==> src/rtl/mem_arbiter_pkg.sv <==
// Shared encodings for the instruction/data memory arbiter.
// Holds the FSM state encoding, the port-owner encoding and the default latency.
// Imported by the arbiter, its interface users and the bench.
package mem_arbiter_pkg;

    localparam int LAT_DEFAULT = 4;
    localparam int CNT_W       = 4;

    typedef enum logic [1:0] {
        IDLE   = 2'b00,
        ACCESS = 2'b01,
        RESP   = 2'b10
    } state_t;

    typedef enum logic {
        OWN_I = 1'b0,
        OWN_D = 1'b1
    } owner_t;

endpackage

==> src/rtl/mem_arbiter_if.sv <==
// Bundle of the fetch port, data port and main-memory port of the arbiter.
// Latency: none, wires only.
// Backpressure: req is held by the requester until the matching one-cycle ack.
interface mem_arbiter_if;

    logic        i_req;
    logic [15:0] i_addr;
    logic        i_ack;
    logic [15:0] i_data;

    logic        d_req;
    logic        d_wr;
    logic [15:0] d_addr;
    logic [15:0] d_wdata;
    logic        d_ack;
    logic [15:0] d_rdata;

    logic        mem_en;
    logic        mem_wr;
    logic [15:0] mem_addr;
    logic [15:0] mem_wdata;
    logic [15:0] mem_rdata;

    // Arbiter side.
    modport slave (
        input  i_req, i_addr, d_req, d_wr, d_addr, d_wdata, mem_rdata,
        output i_ack, i_data, d_ack, d_rdata,
        output mem_en, mem_wr, mem_addr, mem_wdata
    );

    // CPU ports plus main memory, i.e. everything around the arbiter.
    modport master (
        output i_req, i_addr, d_req, d_wr, d_addr, d_wdata, mem_rdata,
        input  i_ack, i_data, d_ack, d_rdata,
        input  mem_en, mem_wr, mem_addr, mem_wdata
    );

endinterface

==> src/rtl/mem_arbiter.sv <==
// Arbitrates one main memory between instruction fetch and data ports, data first.
// Latency: request seen in IDLE at cycle n -> ack pulse at cycle n+LAT+1.
// Backpressure: requests are sampled only in IDLE; a busy arbiter simply leaves req pending.
module mem_arbiter
    import mem_arbiter_pkg::*;
#(
    parameter int LAT = LAT_DEFAULT
) (
    input  logic          clk,
    input  logic          rst_n,
    mem_arbiter_if.slave  bus
);

    // Counter reload: LAT-1 down to 0 gives exactly LAT ACCESS cycles.
    localparam logic [CNT_W-1:0] CNT_LOAD = CNT_W'(LAT - 1);

    state_t           state_q;
    state_t           state_d;
    logic [CNT_W-1:0] cnt_q;
    owner_t           owner_q;
    logic [15:0]      addr_q;
    logic [15:0]      wdata_q;
    logic             wr_q;
    logic [15:0]      i_data_q;
    logic [15:0]      d_rdata_q;
    logic             grant_d;
    logic             grant_i;
    logic             last_access;

    assign last_access = (state_q == ACCESS) && (cnt_q == '0);

    // Next-state and grant decode; data port wins when both request in IDLE.
    always_comb begin
        state_d = state_q;
        grant_d = 1'b0;
        grant_i = 1'b0;
        case (state_q)
            IDLE: begin
                if (bus.d_req) begin
                    grant_d = 1'b1;
                    state_d = ACCESS;
                end else if (bus.i_req) begin
                    grant_i = 1'b1;
                    state_d = ACCESS;
                end
            end
            ACCESS: begin
                if (cnt_q == '0) begin
                    state_d = RESP;
                end
            end
            RESP: begin
                state_d = IDLE;
            end
            default: begin
                state_d = IDLE;
            end
        endcase
    end

    // State register; reset aborts any access in flight.
    always_ff @(posedge clk or negedge rst_n) begin
        if (!rst_n) begin
            state_q <= IDLE;
        end else begin
            state_q <= state_d;
        end
    end

    // Latch the granted request so memory signals stay stable even if req drops.
    always_ff @(posedge clk or negedge rst_n) begin
        if (!rst_n) begin
            owner_q <= OWN_I;
            addr_q  <= '0;
            wr_q    <= 1'b0;
            wdata_q <= '0;
        end else if (grant_d) begin
            owner_q <= OWN_D;
            addr_q  <= bus.d_addr & 16'hFFFE;
            wr_q    <= bus.d_wr;
            wdata_q <= bus.d_wdata;
        end else if (grant_i) begin
            owner_q <= OWN_I;
            addr_q  <= bus.i_addr & 16'hFFFE;
            wr_q    <= 1'b0;
        end
    end

    // Access-length counter: loaded on grant, counts down through ACCESS.
    always_ff @(posedge clk or negedge rst_n) begin
        if (!rst_n) begin
            cnt_q <= '0;
        end else if (grant_d || grant_i) begin
            cnt_q <= CNT_LOAD;
        end else if ((state_q == ACCESS) && (cnt_q != '0)) begin
            cnt_q <= cnt_q - 1'b1;
        end
    end

    // Capture read data in the last access cycle; writes leave d_rdata untouched.
    always_ff @(posedge clk or negedge rst_n) begin
        if (!rst_n) begin
            i_data_q  <= '0;
            d_rdata_q <= '0;
        end else if (last_access) begin
            if (owner_q == OWN_I) begin
                i_data_q <= bus.mem_rdata;
            end else if (!wr_q) begin
                d_rdata_q <= bus.mem_rdata;
            end
        end
    end

    // All outputs decode from registers, so they are glitch-free and constant per state.
    assign bus.mem_en    = (state_q == ACCESS);
    assign bus.mem_wr    = (state_q == ACCESS) && (owner_q == OWN_D) && wr_q;
    assign bus.mem_addr  = addr_q;
    assign bus.mem_wdata = wdata_q;
    assign bus.i_ack     = (state_q == RESP) && (owner_q == OWN_I);
    assign bus.d_ack     = (state_q == RESP) && (owner_q == OWN_D);
    assign bus.i_data    = i_data_q;
    assign bus.d_rdata   = d_rdata_q;

endmodule

==> src/flat_wrapper.sv <==
// flat-port wrapper written by rule: the top's interface ports become plain ports
module mem_arbiter_flat import mem_arbiter_pkg::*;
#(
    parameter int LAT = LAT_DEFAULT
)
  (clk, rst_n, bus_i_req, bus_i_addr, bus_d_req, bus_d_wr, bus_d_addr, bus_d_wdata, bus_mem_rdata, bus_i_ack, bus_i_data, bus_d_ack, bus_d_rdata, bus_mem_en, bus_mem_wr, bus_mem_addr, bus_mem_wdata);
  mem_arbiter_if bus_i ();
  input  logic clk;
  input  logic rst_n;
  input wire logic [$bits(bus_i.i_req)-1:0] bus_i_req;
  input wire logic [$bits(bus_i.i_addr)-1:0] bus_i_addr;
  input wire logic [$bits(bus_i.d_req)-1:0] bus_d_req;
  input wire logic [$bits(bus_i.d_wr)-1:0] bus_d_wr;
  input wire logic [$bits(bus_i.d_addr)-1:0] bus_d_addr;
  input wire logic [$bits(bus_i.d_wdata)-1:0] bus_d_wdata;
  input wire logic [$bits(bus_i.mem_rdata)-1:0] bus_mem_rdata;
  output wire logic [$bits(bus_i.i_ack)-1:0] bus_i_ack;
  output wire logic [$bits(bus_i.i_data)-1:0] bus_i_data;
  output wire logic [$bits(bus_i.d_ack)-1:0] bus_d_ack;
  output wire logic [$bits(bus_i.d_rdata)-1:0] bus_d_rdata;
  output wire logic [$bits(bus_i.mem_en)-1:0] bus_mem_en;
  output wire logic [$bits(bus_i.mem_wr)-1:0] bus_mem_wr;
  output wire logic [$bits(bus_i.mem_addr)-1:0] bus_mem_addr;
  output wire logic [$bits(bus_i.mem_wdata)-1:0] bus_mem_wdata;
  assign bus_i.i_req = bus_i_req;
  assign bus_i.i_addr = bus_i_addr;
  assign bus_i.d_req = bus_d_req;
  assign bus_i.d_wr = bus_d_wr;
  assign bus_i.d_addr = bus_d_addr;
  assign bus_i.d_wdata = bus_d_wdata;
  assign bus_i.mem_rdata = bus_mem_rdata;
  assign bus_i_ack = bus_i.i_ack;
  assign bus_i_data = bus_i.i_data;
  assign bus_d_ack = bus_i.d_ack;
  assign bus_d_rdata = bus_i.d_rdata;
  assign bus_mem_en = bus_i.mem_en;
  assign bus_mem_wr = bus_i.mem_wr;
  assign bus_mem_addr = bus_i.mem_addr;
  assign bus_mem_wdata = bus_i.mem_wdata;
  mem_arbiter #(.LAT(LAT)) u_core (.clk(clk), .rst_n(rst_n), .bus(bus_i));
endmodule
==> config.mk <==
export PLATFORM = sky130hd
export DESIGN_NAME = mem_arbiter_flat
export DESIGN_NICKNAME = d
export VERILOG_FILES = /design/src/rtl/mem_arbiter_pkg.sv /design/src/rtl/mem_arbiter_if.sv /design/src/rtl/mem_arbiter.sv /design/src/flat_wrapper.sv
export SDC_FILE = /design/constraint.sdc
export NUM_CORES = 1
export LEC_CHECK = 0
export CAP_MARGIN = 20
export CORE_MARGIN = 5
export CORE_UTILIZATION = 45
export CTS_CLUSTER_DIAMETER = 80
export DETAILED_ROUTE_END_ITERATION = 16
export GPL_ROUTABILITY_DRIVEN = 0
export MAX_ROUTING_LAYER = met4
export PLACE_DENSITY = 0.86
export SLEW_MARGIN = 20
export SYNTH_ARGS = -nofsm -noshare
export SYNTH_HDL_FRONTEND = slang
export SYNTH_SLANG_ARGS = --single-unit
==> constraint.sdc <==
create_clock -name clk -period 2.8 [get_ports clk]
set_input_delay 0.42 -clock clk [delete_from_list [all_inputs] [get_ports clk]]
set_output_delay 0.42 -clock clk [all_outputs]
set_load 0.01 [all_outputs]
Yosys cells after proc, flatten, opt, wreduce, memory -nomap -nowiden

Index checks and enable logic that the tools add are counted.

Register bits after elaboration: 72
Output and inout port bits: 68

Reduce and logical (&&, ||, !) cells: 15
Equality and inequality tests: 4
Add/sub/neg operators: 1
Bitwise operators: 2
Mux-type cells: 16

Operators with widths:

| operator                                                                 | count |
|---|---|
| 16-bit two-way mux                                                       | 2 |
| 1-bit two-way mux                                                        | 8 |
| 4-bit two-way mux                                                        | 2 |
| 1-bit logical AND                                                        | 6 |
| 2-bit two-way mux                                                        | 3 |
| 4-bit logical NOT                                                        | 1 |
| 2-bit case mux with 2 select lines                                       | 1 |
| 2-bit AND reduction                                                      | 2 |
| 2-bit nonzero test                                                       | 2 |
| 4-bit nonzero test                                                       | 1 |
| 4-bit by 1-bit subtractor with 4-bit output (second input constant)      | 1 |
| 3-bit inequality test (second input constant)                            | 1 |
| 3-bit AND reduction                                                      | 1 |
| 2-bit by 1-bit equality test with 1-bit output (second input constant)   | 1 |
| 2-bit equality test (second input constant)                              | 1 |
| 2-bit logical NOT                                                        | 1 |
| 2-bit by 1-bit inequality test with 1-bit output (second input constant) | 1 |
| 1-bit NOT                                                                | 2 |
| 1-bit logical OR                                                         | 1 |

Depth between registers and ports, before layout

Gate-level depths: netlist of the first run.

Depth after elaboration: 5
Gate-level depth with buffers: 7
Depth with buffers taken out: 5

Worst setup path after synthesis of the first run

OpenSTA, ideal clock, no wires.

Kind: reg-to-reg
Start: reg u_core.cnt_q[0]
End: reg u_core.d_rdata_q[10] (netlist: u_core.bus.d_rdata[10])
Slack: 1.017 ns
Data required time: 2.675 ns
Cell stages (with the launch flop): 8
Period minus slack after synthesis: 1.783 ns
Arrival time: 1.658 ns
Buffers on the path: 2
Path through: dfrtp_1 -> inv_1 -> ha_1 -> nor4b_4 -> and4_1 -> buf_4 -> buf_6 -> mux2_2

Longest elaborated chain between the ends: 3

RTL lines:

| what                                 | line               | source |
|---|---|---|
| start: declaration                   | mem_arbiter.sv:19  | `logic [CNT_W-1:0] cnt_q;` |
| start signal: assignment             | mem_arbiter.sv:96  | `cnt_q <= cnt_q - 1'b1;` |
| 4-bit logical NOT                    | mem_arbiter.sv:30  | `assign last_access = (state_q == ACCESS) && (cnt_q == '0);` |
| 1-bit logical AND                    | mem_arbiter.sv:30  |  |
| 3-bit AND reduction (no source line) | --                 |  |
| end signal: assignment               | mem_arbiter.sv:109 | `d_rdata_q <= bus.mem_rdata;` |
| end: declaration                     | mem_arbiter.sv:25  | `logic [15:0] d_rdata_q;` |

No other way between the ends.
A chain may end at the register's enable or synchronous reset.

Worst setup path in the final report of the first run

Start: reg u_core.state_q[0]
End: out bus_mem_en

Longest elaborated chain between the ends: 1

RTL lines:

| what                                           | line               | source |
|---|---|---|
| start: declaration                             | mem_arbiter.sv:17  | `state_t state_q;` |
| start signal: assignment                       | mem_arbiter.sv:66  | `state_q <= state_d;` |
| 2-bit by 1-bit equality test with 1-bit output | mem_arbiter.sv:115 | `assign bus.mem_en = (state_q == ACCESS);` |
| end: declaration                               | flat_wrapper.sv:21 | `output wire logic [$bits(bus_i.mem_en)-1:0] bus_mem_en;` |

No other way between the ends.

==> results of run 1 <==
registers in the layout, summed over array words and instances, names as in the netlist:
register	cells
u_core.bus.d_rdata	16
u_core.bus.i_data	16
u_core.bus.mem_addr	15
u_core.bus.mem_wdata	16
u_core.cnt_q	4
u_core.owner_q	1
u_core.state_q	2
u_core.wr_q	1
final cells by class:
type	count	area [um2]
sequential	71	1777
clock buffer	9	123.9
timing repair buffer	141	1401
tap	77	96.34
clock inverter	7	105.1
fill	464	1803
multi-input combinational	127	1101
inverter	4	15.01
per-stage QoR:
stage	power, mW	std cells
2_1_floorplan	2.821	218
3_3_place_gp	4.014	419
3_5_place_dp	4.101	419
4_1_cts	5.062	436
5_1_grt	5.309	436
6_report	4.998	436
worst max-delay path by stage:
stage | endpoint | slack [ns] | cells past startpoint
2_1_floorplan | u_core.bus.d_rdata[10] | 1.02 | 7
3_3_place_gp | u_core.bus.mem_wdata[2] | 0.63 | 4
3_5_place_dp | u_core.bus.mem_wdata[6] | 0.59 | 4
4_1_cts | bus_mem_wr | 0.60 | 3
5_1_grt | bus_mem_en | 0.49 | 3
6_report | bus_mem_en | 0.62 | 3
cells in the final DEF (no fill, tap or decap), types with 2 or more instances in the layout:
cell type	netlist	final
sky130_fd_sc_hd__buf_4	3	6
sky130_fd_sc_hd__dfrtp_1	71	71
sky130_fd_sc_hd__mux2_2	48	48
sky130_fd_sc_hd__inv_1	4	4
sky130_fd_sc_hd__clkdlybuf4s50_1	0	132
sky130_fd_sc_hd__clkbuf_8	0	9
sky130_fd_sc_hd__ha_1	2	2
sky130_fd_sc_hd__nor3_1	3	3
sky130_fd_sc_hd__and3_1	2	2
sky130_fd_sc_hd__o21ai_0	3	3
sky130_fd_sc_hd__bufinv_16	0	2
sky130_fd_sc_hd__mux2i_1	16	16
sky130_fd_sc_hd__a21o_1	2	2
sky130_fd_sc_hd__a21oi_1	31	31
sky130_fd_sc_hd__and2_1	3	3
sky130_fd_sc_hd__clkinv_4	0	2
power groups by stage:
stage	combinational (mW)	clock, mW	sequential [mW]
floorplan	0.812	0	2.01
global placement	2.22	0	1.80
detailed placement	2.27	0	1.83
CTS	2.28	0.952	1.83
global route	2.41	1.01	1.89
finish	2.24	0.933	1.82
worst max-delay path: cells and delay by family, from the launching register on:
family	cells	cell delay (ns)
flip-flops	1	0.49
AND/OR/NAND/NOR	1	0.20
buffers and inverters	2	0.73
layer usage:
layer  part of all wire, %  vias to the layer above  GRT usage, %
met5                     0                        -             -
met4                   2.5                        0         9.548
met3                   5.8                       16         5.537
met2                    51                       80         31.47
met1                    41                     1102         22.94
li1                      -                     1051             -
logic make-up after synthesis:
logic type	synth area share (%)
other cells	0.1252
fa+ha+maj	0.8356
flops	59.34
simple gates	4.764
mux	23.40
compound gates	7.647
buf+inv	3.886
repair_timing:
item,4_1_cts,5_1_grt
endpoints found under the hold margin,14,0
hold buffers,1,0
buffers inserted,0,0
==> out/qor.log, run 1 <==
qor: outcome.run_status finished clean
qor: route.detailedRoute.firstIterationViolations 63
qor: timing.relSlewSlack 57.05%
qor: worst_setup_path.cp_slowest_stage_delay 0.56 ns
qor: power_and_ir_drop.power.ir.vdd_worst 0.6899 mV
qor: yosys.synth_area_per_cell 13.73 um2
qor: min_path.hold_end u_core.bus.i_data[1]
qor: timing.worst_hold_slack 0.5056 ns
qor: global_route.overflow_after_grt 0
qor: worst_setup_path.cp_data_arrival_time 1.76 ns
qor: worst_setup_path.cp_cell_sequence nor2b_1, buf_4, clkdlybuf4s50_1
qor: route.drcViolationCount 0
qor: worst_setup_path.start_kind flop
qor: floorplanning.io_pins 137
qor: timing.finish_stage_setup_viols 0
qor: yosys.yosysTopAreaCellShare 59.34%
qor: job.max_cap_viol_count 0
qor: timing.worstMarginPinSlew 0.6443 ns
qor: global_route.number_of_antenna_violations_at_the_first_check_in_global_routing 0
qor: worst_setup_path.worst-r2r-setup-slack 0.81 ns
qor: floorplanning.die-area 8385 um2
qor: power_and_ir_drop.switching_share 32.06%
qor: worst_setup_path.r2r_end u_core.bus.mem_wdata[0]
qor: yosys.synth_sequential_area_ratio 59.34%
qor: route.avgViaCountPerCell 5.158
qor: timing.grt_setup_unrepaired false
qor: global_route.grt.total_usage 19.73%
qor: global_route.number_of_global_route_vias_before_repair 2,490
qor: timing.maxClockFrequency 0.4586 GHz
qor: yosys.synth.largest_area_cell sky130_fd_sc_hd__dfrtp_1
qor: worst_setup_path.start_point_of_the_critical_path u_core.state_q[0]
qor: floorplanning.initial_utilization 46.62%
qor: floorplanning.placement_rows 29
qor: yosys.synth.ff_latch_count 71
qor: timing.setup-tns-final 0 ns
qor: timing.final_critical_path_setup_slack 0.6194 ns
qor: final_layout.stdcell_area 4619 um2
qor: yosys.syn-instance-count 218
qor: power_and_ir_drop.pwr_density_cell 1082 nW/um2
qor: route.dr.pass1.iters 4
qor: placement.pre_cts_slack 0.5914 ns
qor: worst_setup_path.critPathCaptureType output pin
qor: route.detailroute.via_count 2,249
qor: timing.fin_crit 2.181 ns
qor: power_and_ir_drop.internal_power 3.395 mW
qor: clock_tree.clock_slew_at_the_register_clock_pins_of_the_worst_setup_and_hold_paths 0.08 ns
qor: power_and_ir_drop.power.switching 1.602 mW
qor: route.drt.antenna.violating_nets 0
qor: min_path.worst_hold_path_type reg -> reg
qor: worst_setup_path.crit_path_max_fanout 8
qor: clock_tree.htreeDepth 3
qor: yosys.synth.net_count 289
qor: power_and_ir_drop.power_frac_seq 36.5%
qor: final_layout.finalNetCount 425
qor: yosys.ys_async_rst_share 100.0%
qor: final_layout.area_growth 54.28%
qor: clock_tree.cts_num_sinks 71
qor: timing.finalMaxSlewViolations 0
qor: clock_tree.cts_inserted_buffers 9
qor: yosys.yosys.cell_types.count 32
qor: clock_tree.cts.root.buffer_cell sky130_fd_sc_hd__clkbuf_8
qor: floorplanning.placeableCoreArea 6422 um2
qor: final_layout.drive_gt1_share 21.45%
qor: floorplanning.floorplan.die.width 91.57 um
qor: yosys.synth-edff-count 0
qor: worst_setup_path.worstReg2RegStart u_core.state_q[0]
qor: clock_tree.cts_tree done
qor: global_route.grt_start_max_net_pins 58
qor: placement.placement.cell_area 4380 um2
qor: yosys.ys_top_cells_by_area sky130_fd_sc_hd__dfrtp_1 (59%), sky130_fd_sc_hd__mux2_2 (18%), sky130_fd_sc_hd__mux2i_1 (5.3%)
qor: route.routed_wire_length_per_instance 17.74 um
qor: timing.final-hold-violation-count 0
qor: min_path.hold-path-cell-count 1
qor: clock_tree.cts-resized-gates 0
qor: worst_setup_path.crit_required 2.38 ns
qor: timing.worst_clock_skew 0.006556 ns
qor: timing.final_min_period_over_clock_period 77.88%
qor: power_and_ir_drop.p_clk_share 18.7%
qor: yosys.combined_area_of_all_synthesized_cells 2994 um2
qor: global_route.grt_pass1_wl 12.45 mm
qor: final_layout.final_util 71.93%
qor: worst_setup_path.timing.setup.critical_path_class reg -> out
qor: clock_tree.worst_skew_pair.late_latency 0.35 ns
qor: worst_setup_path.slowest_stage sky130_fd_sc_hd__clkdlybuf4s50_1
qor: final_layout.antenna_cells 0
qor: yosys.yosys_warnings 0
qor: placement.port_buffers 133
qor: power_and_ir_drop.power.leakage 1.967 nW
qor: route.routed_wl 7.734 mm
qor: clock_tree.cts.path.max_buffers 2
qor: yosys.synth_flop_cell sky130_fd_sc_hd__dfrtp_1
qor: worst_setup_path.r2r.worst_path.cells 5
qor: power_and_ir_drop.portion_of_total_power_attributed_to_combinational_logic 44.9%
qor: placement.hpwl 5.652 mm
qor: yosys.post_synth_most_frequent_cells sky130_fd_sc_hd__dfrtp_1 (71), sky130_fd_sc_hd__mux2_2 (48), sky130_fd_sc_hd__a21oi_1 (31)
qor: yosys.most_frequent_cell_after_synthesis sky130_fd_sc_hd__dfrtp_1
qor: floorplanning.die-height 91.57 um
qor: min_path.hold_path_startpoint u_core.bus.i_data[1]
Power figures use the tool's default switching activity.
==> run 2: changes to the inputs <==
CORE_UTILIZATION = 41   (was 45)
PLACE_DENSITY = 0.79   (was 0.86)
clock period = 2.08 ns   (was 2.8 ns; I/O delays follow)
==> out/qor.log, run 2 (synthesis gave the netlist of run 1 again) <==
qor: outcome.run_status finished clean
qor: final_layout.layout.cells.most_common_list sky130_fd_sc_hd__clkdlybuf4s50_1 (132), sky130_fd_sc_hd__dfrtp_1 (69), sky130_fd_sc_hd__mux2_2 (48)
qor: floorplanning.io_pins 137
qor: placement.pre_cts_slack 0.1984 ns
qor: route.detailedRoute.firstIterationViolations 28
qor: final_layout.layout.cells.most_common sky130_fd_sc_hd__clkdlybuf4s50_1
qor: timing.fin_crit 1.997 ns
qor: worst_setup_path.start_kind flop
qor: worst_setup_path.crit_required 1.77 ns
qor: min_path.worst_hold_path_type reg -> reg
qor: route.dr.pass1.iters 5
qor: route.detailroute.via_count 2,260
qor: timing.finalMaxSlewViolations 0
qor: timing.worst_clock_skew 0.009095 ns
qor: timing.finish_stage_setup_viols 0
qor: timing.maxClockFrequency 0.5007 GHz
qor: clock_tree.worst_skew_pair.late_latency 0.34 ns
qor: global_route.globalRouteMet3Util 4.736%
qor: timing.relSlewSlack 54.84%
qor: clock_tree.cts.root.buffer_cell sky130_fd_sc_hd__clkbuf_8
qor: final_layout.drive_gt1_share 23.77%
qor: global_route.grt_pass1_wl 11.75 mm
qor: route.drt.antenna.violating_nets 0
qor: power_and_ir_drop.power.ir.vdd_worst 0.7916 mV
qor: timing.final_critical_path_setup_slack 0.08293 ns
qor: worst_setup_path.critPathCaptureType output pin
qor: worst_setup_path.timing.setup.critical_path_class reg -> out
qor: floorplanning.die-height 95.46 um
qor: final_layout.area_growth 56.50%
qor: route.routed_wl 7.509 mm
qor: worst_setup_path.cp_data_arrival_time 1.69 ns
qor: route.avgViaCountPerCell 4.860
qor: route.drcViolationCount 0
qor: floorplanning.initial_utilization 41.73%
qor: global_route.grt.total_usage 17.58%
qor: power_and_ir_drop.report.power.total 6.611 mW
qor: global_route.number_of_global_route_vias_before_repair 2,500
qor: placement.hpwl 5.520 mm
qor: clock_tree.cts.path.max_buffers 2
qor: floorplanning.placeableCoreArea 7176 um2
qor: worst_setup_path.crit_path_max_fanout 7
qor: clock_tree.clock_slew_at_the_register_clock_pins_of_the_worst_setup_and_hold_paths 0.08 ns
qor: floorplanning.placement_rows 31
qor: route.routed_wire_length_per_instance 16.15 um
qor: timing.final_min_period_over_clock_period 96.01%
qor: floorplanning.die-area 9112 um2
qor: global_route.grtUsageMet1 19.74%
qor: global_route.overflow_after_grt 0
qor: global_route.number_of_antenna_violations_at_the_first_check_in_global_routing 0
qor: timing.worstMarginPinSlew 0.6774 ns
qor: clock_tree.cts_tree done
qor: floorplanning.floorplan.die.width 95.46 um
qor: final_layout.antenna_cells 0
qor: clock_tree.cts_inserted_buffers 9
qor: clock_tree.cts_num_sinks 71
qor: global_route.grt.busiest_layer met2
qor: power_and_ir_drop.power.leakage 1.990 nW
qor: global_route.use_met2 29.33%
qor: timing.final-hold-violation-count 0
qor: global_route.grt_start_max_net_pins 72
qor: placement.port_buffers 133
qor: job.max_cap_viol_count 0
qor: worst_setup_path.worst-r2r-setup-slack 0.19 ns
qor: clock_tree.htreeDepth 3
qor: final_layout.finalNetCount 432
qor: power_and_ir_drop.pwr_density_cell 1411 nW/um2
[run 2: cell count changes in the layout (fill, tap and decap cells not counted), sizes merged]
cell and change:
clkinv +1, clkinvlp +1, clkbuf +1, bufinv -1
inv -2, buf +7
[run 2: power breakdown]
group	internal, mW	switching (mW)	leakage, nW
clock	0.580	0.524	0.0981
sequential	2.06	0.377	0.835
combinational	1.89	1.18	1.06
total	4.53	2.09	1.99
[run 2: metrics by stage]
stage                     instance area (um2)  std cells  hold slack (ns)  util, %  setup TNS, ns
after floorplan                          2994        218          0.01641        -              0
after detailed placement                 4443        444           0.3676    61.92              0
final                                    4686        465           0.5049    65.30              0
after CTS                                4654        461           0.5036    64.86              0
after global placement                   4443        444           0.3646    61.92              0
after global routing                     4686        465           0.5206    65.30      -0.001362
[run 2: path summary, 6_finish.rpt]
kind / to / from / cells after the start
max: bus_mem_wr / u_core.state_q[0] / 3
max reg2reg: u_core.bus.d_rdata[8] / u_core.cnt_q[0] / 6
min: u_core.bus.i_data[2] / u_core.bus.i_data[2] / 1
min in group asynchronous: u_core.bus.mem_wdata[1] / rst_n / 3
min reg2reg: u_core.bus.i_data[2] / u_core.bus.i_data[2] / 1
max in group asynchronous: u_core.state_q[1] / rst_n / 3
[run 2: layout make-up]
class / count / area (um2)
inverters: 4 / 15.01
clock inverters: 6 / 60.06
fillers: 598 / 2490
flip-flops and latches: 71 / 1779
repair buffers: 148 / 1466
well taps: 99 / 123.9
clock buffers: 10 / 137.6
multi-input cells: 127 / 1104
[run 2: timing repair]
item,4_1_cts,5_1_grt
setup buffers,0,4
setup endpoints to repair,1,2
hold buffers,1,0
endpoints found under the hold margin,37,0
gates cloned,0,0
resized for setup,2,1
[run 2: layer usage]
layer / routed length [um] / share of wire (%) / vias to the layer above
met5: 0 / 0 / -
met4: 140 / 1.9 / 0
met3: 511 / 6.8 / 11
met2: 3957 / 53 / 71
met1: 2900 / 39 / 1120
li1: - / - / 1058
[run 2: critical path: stages, from the launching register on]
cell	delay (ns)
sky130_fd_sc_hd__dfrtp_2	0.42
sky130_fd_sc_hd__nor2b_2	0.20
sky130_fd_sc_hd__and3_1	0.18
sky130_fd_sc_hd__clkdlybuf4s50_1	0.54
